**src/rtl/serial_addsub.sv**
```systemverilog
// Bit-serial adder/subtractor: one operand bit per clock, LSB first, over a start/done handshake.
// Subtraction is performed as a + ~b + ~cin; cout reports borrow in that mode.
module serial_addsub #(
    parameter int unsigned WIDTH = 4
) (
    input  logic             clk,
    input  logic             rst_n,
    input  logic             start,
    input  logic             sub,
    input  logic [WIDTH-1:0] a,
    input  logic [WIDTH-1:0] b,
    input  logic             cin,
    output logic             busy,
    output logic             done,
    output logic [WIDTH-1:0] s,
    output logic             cout,
    output logic             ovf
);

    localparam int unsigned CW = $clog2(WIDTH);

    typedef enum logic [1:0] {
        IDLE  = 2'd0,
        SHIFT = 2'd1,
        DONE  = 2'd2
    } state_t;

    state_t           state_q, state_d;
    logic [WIDTH-1:0] ra_q, rb_q, acc_q;
    logic [CW-1:0]    cnt_q;
    logic             c_q, sub_q;
    logic             busy_d, done_d;
    logic             load, step, finish;
    logic             sum_bit, c_nxt, last_bit;

    // One full-adder slice on the current LSBs
    assign sum_bit  = ra_q[0] ^ rb_q[0] ^ c_q;
    assign c_nxt    = (ra_q[0] & rb_q[0]) | (ra_q[0] & c_q) | (rb_q[0] & c_q);
    assign last_bit = (cnt_q == CW'(WIDTH - 1));

    always_comb begin
        state_d = state_q;
        load    = 1'b0;
        step    = 1'b0;
        finish  = 1'b0;
        busy_d  = 1'b0;
        done_d  = 1'b0;
        case (state_q)
            IDLE, DONE: begin
                if (start) begin
                    load    = 1'b1;
                    busy_d  = 1'b1;
                    state_d = SHIFT;
                end else begin
                    state_d = IDLE;
                end
            end
            SHIFT: begin
                step = 1'b1;
                if (last_bit) begin
                    finish  = 1'b1;
                    done_d  = 1'b1;
                    state_d = DONE;
                end else begin
                    busy_d  = 1'b1;
                end
            end
            default: state_d = IDLE;
        endcase
    end

    always_ff @(posedge clk or negedge rst_n) begin
        if (!rst_n) begin
            state_q <= IDLE;
            ra_q    <= '0;
            rb_q    <= '0;
            acc_q   <= '0;
            cnt_q   <= '0;
            c_q     <= 1'b0;
            sub_q   <= 1'b0;
            busy    <= 1'b0;
            done    <= 1'b0;
            s       <= '0;
            cout    <= 1'b0;
            ovf     <= 1'b0;
        end else begin
            state_q <= state_d;
            busy    <= busy_d;
            done    <= done_d;
            if (load) begin
                ra_q  <= a;
                rb_q  <= sub ? ~b : b;
                c_q   <= cin ^ sub;
                sub_q <= sub;
                cnt_q <= '0;
            end
            if (step) begin
                ra_q  <= ra_q >> 1;
                rb_q  <= rb_q >> 1;
                acc_q <= {sum_bit, acc_q[WIDTH-1:1]};
                c_q   <= c_nxt;
                cnt_q <= cnt_q + CW'(1);
            end
            // Final slice: carry into the MSB is c_q, carry out of it is c_nxt
            if (finish) begin
                s    <= {sum_bit, acc_q[WIDTH-1:1]};
                cout <= c_nxt ^ sub_q;
                ovf  <= c_q ^ c_nxt;
            end
        end
    end

endmodule
```
**config.mk**
```make
export PLATFORM = sky130hd
export DESIGN_NAME = serial_addsub
export DESIGN_NICKNAME = d
export VERILOG_FILES = /design/src/rtl/serial_addsub.sv
export SDC_FILE = /design/constraint.sdc
export NUM_CORES = 1
export LEC_CHECK = 0
export ABC_AREA = 1
export BUFFER_PORTS_ARGS = -buffer_cell sky130_fd_sc_hd__buf_2
export CAP_MARGIN = 15
export CORE_MARGIN = 4
export CORE_UTILIZATION = 55
export CTS_CLUSTER_DIAMETER = 100
export DETAILED_ROUTE_END_ITERATION = 16
export GPL_ROUTABILITY_DRIVEN = 0
export PLACE_DENSITY = 0.84
export SYNTH_ARGS = -nofsm -noshare
export SYNTH_HDL_FRONTEND = slang
export SYNTH_SLANG_ARGS = --single-unit
```
**constraint.sdc**
```tcl
create_clock -name clk -period 2.36 [get_ports clk]
set_clock_uncertainty 0.15 [all_clocks]
set_input_delay 0.59 -clock clk [delete_from_list [all_inputs] [get_ports clk]]
set_output_delay 0.59 -clock clk [all_outputs]
set_load 0.02 [all_outputs]
```
==> results of run 1 <==
## worst min-delay path by stage
stage	startpoint	endpoint	slack, ns
2_1_floorplan	rst_n	acc_q[1]	0.14
3_3_place_gp	s[1]	s[1]	0.30
3_5_place_dp	s[3]	s[3]	0.30
4_1_cts	rst_n	cnt_q[1]	0.12
5_1_grt	rst_n	state_q[0]	0.14
6_report	rst_n	cnt_q[1]	0.1
## cells by family (layout without fill, tap and decap cells)
logic type | count (synthesis) | in the layout
AND/OR/NAND/NOR | 89 | 89
flip-flops | 25 | 25
buffers and inverters | 18 | 41
AO/OA/AOI/OAI | 6 | 6
adder cells (fa/ha/maj) | 2 | 2
## flip-flops by register name, indices dropped and copies added (netlist names)
| register | count |
|---|---|
| busy | 1 |
| cnt_q | 2 |
| ovf | 1 |
| ra_q | 4 |
| acc_q | 3 |
| cout | 1 |
| done | 1 |
| c_q | 1 |
| rb_q | 4 |
| s | 4 |
| state_q | 2 |
| sub_q | 1 |
## worst register-to-register path, stage by stage, from the launching register on
cell,delay (ns)
dfrtp_1,0.44
inv_1,0.13
nand2_1,0.28
nand2_1,0.19
inv_1,0.12
nand2_1,0.08
nand2_1,0.05
## power groups by stage
stage               logic, mW  registers [mW]  clock network (mW)
floorplan               0.509           0.809                   0
global placement        0.724           0.747                   0
detailed placement      0.761           0.757                   0
CTS                     0.762           0.749               0.184
global route            0.861           0.773               0.202
finish                  0.748           0.748               0.180
## Yosys cell counts (all sizes together)
| master | number |
|---|---|
| inv | 17 |
| nand2 | 64 |
| nand3 | 19 |
| ha | 1 |
| nor2 | 5 |
| buf | 1 |
| dfrtp | 25 |
| or2 | 1 |
| a21oi | 1 |
| fa | 1 |
| o21ai | 5 |
## area by class of cell
| class | count | area [µm²] | area share [%] |
|---|---|---|---|
| Sequential cell | 25 | 625.6 | 48.03 |
| Tap cell | 27 | 33.78 | 2.594 |
| Multi-Input combinational cell | 97 | 452.9 | 34.77 |
| Timing Repair Buffer | 20 | 100.1 | 7.685 |
| Inverter | 17 | 63.81 | 4.899 |
| Clock buffer | 4 | 26.28 | 2.017 |
## placed cells by master, fill, tap and decap left out
| master | netlist | layout |
|---|---|---|
| nand2_1 | 62 | 62 |
| dfrtp_1 | 25 | 25 |
| buf_2 | 0 | 20 |
| nand3_1 | 19 | 19 |
| inv_1 | 16 | 16 |
| o21ai_0 | 5 | 5 |
| nor2_1 | 3 | 3 |
| clkbuf_4 | 0 | 3 |
| nand2_4 | 2 | 2 |
| nor2_4 | 2 | 2 |
| inv_2 | 1 | 1 |
| a21oi_1 | 1 | 1 |
| or2_2 | 1 | 1 |
| fa_1 | 1 | 1 |
| ha_1 | 1 | 1 |
| clkbuf_1 | 0 | 1 |
## per-layer routing
metal,share of wire [%],vias to the layer above,GRT usage [%]
li1,-,477,-
met2,48,16,32.06
met1,46,406,19.71
met3,4.8,2,2.493
met5,0,-,0
met4,0.50,0,3.830
==> results.toml, run 1 <==
[critical_path]
crit_start = "s[0]"
rr_worst_depth = 6
cp_max_fo = 2
cp.arrival_ns = 0.85
cpMaxStageDelayCell = "dfrtp_1"
cpPeakStageDelay_ns = 0.40
cp-end-kind = "output port"
path_buf_inv = 1
crit_type = "reg -> out"
r2r-end = "ra_q[3]"
rr_startpoint = "state_q[1]"
cp_cell_sequence = "buf_2"
required_ns = 1.62
crit_path_start_kind = "register"
crit_end = "s[0]"
cp.depth = 1
crit_family = "flip-flops"
ff2ff_setup_slack_ns = 0.84

[drt]
wl_um = 2008
drtPass1Iterations = 4
drc = 0
via_count = 901
ant_nets = 0
wire_per_inst_um = 10.57
vias_per_cell = 4.742
drt_iter0_drc = 14

[clock_network]
cts_hold_buffers = 0
clk_path_buf_depth = 2
insertion_delay_ns = 0.30
root_buffer = "clkbuf_4"
cts_tree = "built"
cts_resized = 0
postCtsSetupBuffers = 0
cts_buffers = 3
clkTransAtPathRegs_ns = 0.13
ctsHtreeMaxLevel = 1
cts_sinks = 25

[timing]
fin_crit_ns = 1.590
hold_viol_final = 0
fin_hold_ws_ns = 0.09826
worst-slew-pin-transition_ns = 0.5306
tns_ns = 0
final_max_slew_viol_count = 0
setup_ws_ns = 0.7698
rsz0062_at_grt = "no"
period_share_pct = 67.38
max_clock_freq_mhz = 628.8
max_slew_margin_pct = 64.62
finalSetupViolCount = 0

[grt]
groute.usage.overall_pct = 16.90
grt_first_pass_wirelength_um = 3574
antenna_found_initial = 0
gr-total-overflow = 0
grt_pass1_vias = 888
grt_max_degree = 26

[layout]
instances_no_fill = 190
drive_above_1_share_pct = 17.79
filler_cell_count = 182
areaGrowthSynthToFinish_pct = 13.28
diodes = 0
finalInstanceArea_mm2 = 0.001303
fin_util_pct = 65.72
nets = 179

[logic_synthesis]
yosys.area_share.simple_pct = 33.95
synth_top_cell_area_share_pct = 54.41
synth_area_leader_cell = "dfrtp_1"
ys_ff_latch = 25
syn_inst = 140
syn_nets = 155
synth_compound_area_share_pct = 2.612
ys_top_cells_by_area = "dfrtp_1 (54%), nand2_1 (20%), nand3_1 (8.3%)"
synthAdderAreaFrac_pct = 2.829
synth_xor_area_share_pct = 0
synth_mux_area_share_pct = 0
ys_seq_area_share_pct = 54.41
ys_warn_count = 0
ys_types = 14
synthesis.area_mm2 = 0.001150
synth_area_per_cell_um2 = 8.213
synth_top_family_by_area = "simple AND/OR/NAND/NOR gates"

[power_and_ir_drop]
peakVddDrop_v = 0.0006761
power.share.clock_pct = 10.7
swShare_pct = 43.37
powerDensity_mw_per_mm2 = 1287
net-switching-power_uw = 726.8
internal-power_uw = 949.0
sequentialPowerShare_pct = 44.6
total_power_mw = 1.676
power_frac_comb_pct = 44.6
p_leak_nw = 0.7462

[placed_design]
place_inst = 186
pre_cts_slack_ns = 0.8496
port_buffers = 20
dpl.hpwl_um = 1531
dpl-instance-area_mm2 = 0.001276

[floorplan]
rows = 16
die_width_um = 53.73
fp.dieH_um = 53.73
core_region_area_mm2 = 0.001982
boundaryPins = 21
dieArea_mm2 = 0.002886
initial_core_util_pct = 58.02

[run]
drv_cap = 0

[outcome]
status = "completed"

[min_path]
hold_class = "in -> async"
Power figures use the tool's default switching activity.
==> run 2, diff against run 1 <==
CORE_UTILIZATION = 48   (was 55)
PLACE_DENSITY = 0.78   (was 0.84)
clock period = 1.4 ns   (was 2.36 ns; I/O delays follow)
==> run 2 against run 1 <==
- combinational power increased by 130%
- critical path depth increased by 3
- critical endpoint is now c_q
- final cell count increased by 11%
- worst setup slack got worse by 0.77 ns
- largest power group is now combinational cells
- wire length increased by 17%
- first-iteration DRC count increased by 120%
- design area increased by 13%
- sequential share of layout area decreased by 5.4 points
- via count increased by 12%
- die area increased by 12%
- register-to-register slack got worse by 0.84 ns
- clock power increased by 79%
==> results.toml, run 2 (same netlist as run 1, synthesis figures left out) <==
[drt]
drtPass1Iterations = 4
vias_per_cell = 4.805
wire_per_inst_um = 11.18
drc = 0
ant_nets = 0
via_count = 1009
wl_um = 2347
drt_iter0_drc = 31

[floorplan]
fp.dieH_um = 56.95
core_region_area_mm2 = 0.002255
initial_core_util_pct = 51.00
boundaryPins = 21
dieArea_mm2 = 0.003243
rows = 17
die_width_um = 56.95

[timing]
finalSetupViolCount = 0
max_clock_freq_mhz = 715.1
max_slew_margin_pct = 64.06
hold_viol_final = 0
fin_hold_ws_ns = 0.06676
fin_crit_ns = 1.398
period_share_pct = 99.88
worst-slew-pin-transition_ns = 0.5391
rsz0062_at_grt = "yes"
setup_ws_ns = 0.001683
final_max_slew_viol_count = 0

[clock_network]
cts_sinks = 25
root_buffer = "clkbuf_4"
cts_tree = "built"
insertion_delay_ns = 0.32
ctsHtreeMaxLevel = 1
cts_buffers = 3
clk_path_buf_depth = 2
clkTransAtPathRegs_ns = 0.13

[critical_path]
required_ns = 1.47
cp_max_fo = 4
rr_worst_depth = 4
crit_type = "reg -> reg"
cp-end-kind = "register"
ff2ff_setup_slack_ns = 0.002
crit_path_start_kind = "register"
cp.arrival_ns = 1.47
rr_startpoint = "rb_q[0]"
r2r-end = "c_q"

[outcome]
status = "completed"

[power_and_ir_drop]
sequentialPowerShare_pct = 38.2
p_leak_nw = 0.8389
internal-power_mw = 1.938
net-switching-power_mw = 1.372
swShare_pct = 41.45
power.share.clock_pct = 9.8
peakVddDrop_v = 0.001135
powerDensity_mw_per_mm2 = 2253
power_frac_comb_pct = 52.0

[layout]
layout_commonest_cell = "nand2_1"
diodes = 0
final_cell_mix = "nand2_1 (58), dfrtp_1 (24), nand3_1 (19), buf_2 (19), buf_4 (18)"
drive_above_1_share_pct = 29.67
areaGrowthSynthToFinish_pct = 27.75
nets = 198
top_regs = "ra_q (4), rb_q (4), s (4)"

[min_path]
worstHoldStart = "a[3]"
holdPathStages = 3
min_to = "ra_q[3]"
hold_class = "in -> reg"

[placed_design]
pre_cts_slack_ns = 0.007921
port_buffers = 20
dpl.hpwl_um = 1667

[grt]
grt_max_degree = 26
antenna_found_initial = 0
gr-total-overflow = 0
grt_pass1_vias = 965
groute.usage.overall_pct = 15.28
grt_first_pass_wirelength_um = 3843

[run]
drv_cap = 0
[run 2: cell type report]
class | instances | area (µm²)
fillers | 201 | 785.8
flip-flops and latches | 25 | 626.9
multi-input cells | 97 | 465.4
repair buffers | 39 | 251.5
inverters | 17 | 63.81
well taps | 28 | 35.03
clock buffers | 4 | 26.28
[run 2: timing repair]
| item | in CTS | in global routing |
|---|---|---|
| pin swaps | 0 | 5 |
| hold buffers | 1 | 0 |
| endpoints found under the setup margin | 3 | 14 |
| setup buffers | 1 | 9 |
| resized for setup | 1 | 8 |
| hold endpoints to repair | 25 | 0 |
[run 2: metrics by stage]
step	util, %	total power [mW]	TNS [ns]	cells	instance area, µm²
floorplan	-	2.221	0	140	1150
global placement	59.32	2.638	0	195	1338
detailed placement	59.32	2.715	0	195	1338
CTS	61.38	3.066	0	201	1384
global route	65.15	3.595	-0.1392	210	1469
finish	65.15	3.309	0	210	1469
[run 2: worst max-delay path by stage]
stage                 start    to  slack (ns)
floorplan           ra_q[0]   ovf        0.07
global placement    ra_q[0]   ovf        0.05
detailed placement  ra_q[0]   ovf       0.008
CTS                    s[0]  s[0]       0.006
global route        rb_q[0]   ovf       -0.05
finish              rb_q[0]   c_q       0.002
[run 2: worst max-delay path, cell delays in order (launching register included)]
cell and delay (ns):
dfrtp_1 0.44, fa_2 0.43, buf_4 0.15, nand2_1 0.05, nand3_1 0.07
[run 2: power groups by stage]
| stage | logic [mW] | clock network, mW | registers, mW |
|---|---|---|---|
| 2_1_floorplan | 0.858 | 0 | 1.36 |
| 3_3_place_gp | 1.39 | 0 | 1.24 |
| 3_5_place_dp | 1.45 | 0 | 1.26 |
| 4_1_cts | 1.48 | 0.334 | 1.25 |
| 5_1_grt | 1.95 | 0.350 | 1.30 |
| 6_report | 1.72 | 0.323 | 1.27 |
[run 2: per-layer routing]
metal	vias up	share of wire [%]	global-route usage [%]
li1	515	-	-
met1	458	40	16.01
met2	29	52	28.22
met3	7	5.4	2.715
met4	0	2.3	8.940
met5	-	0	0
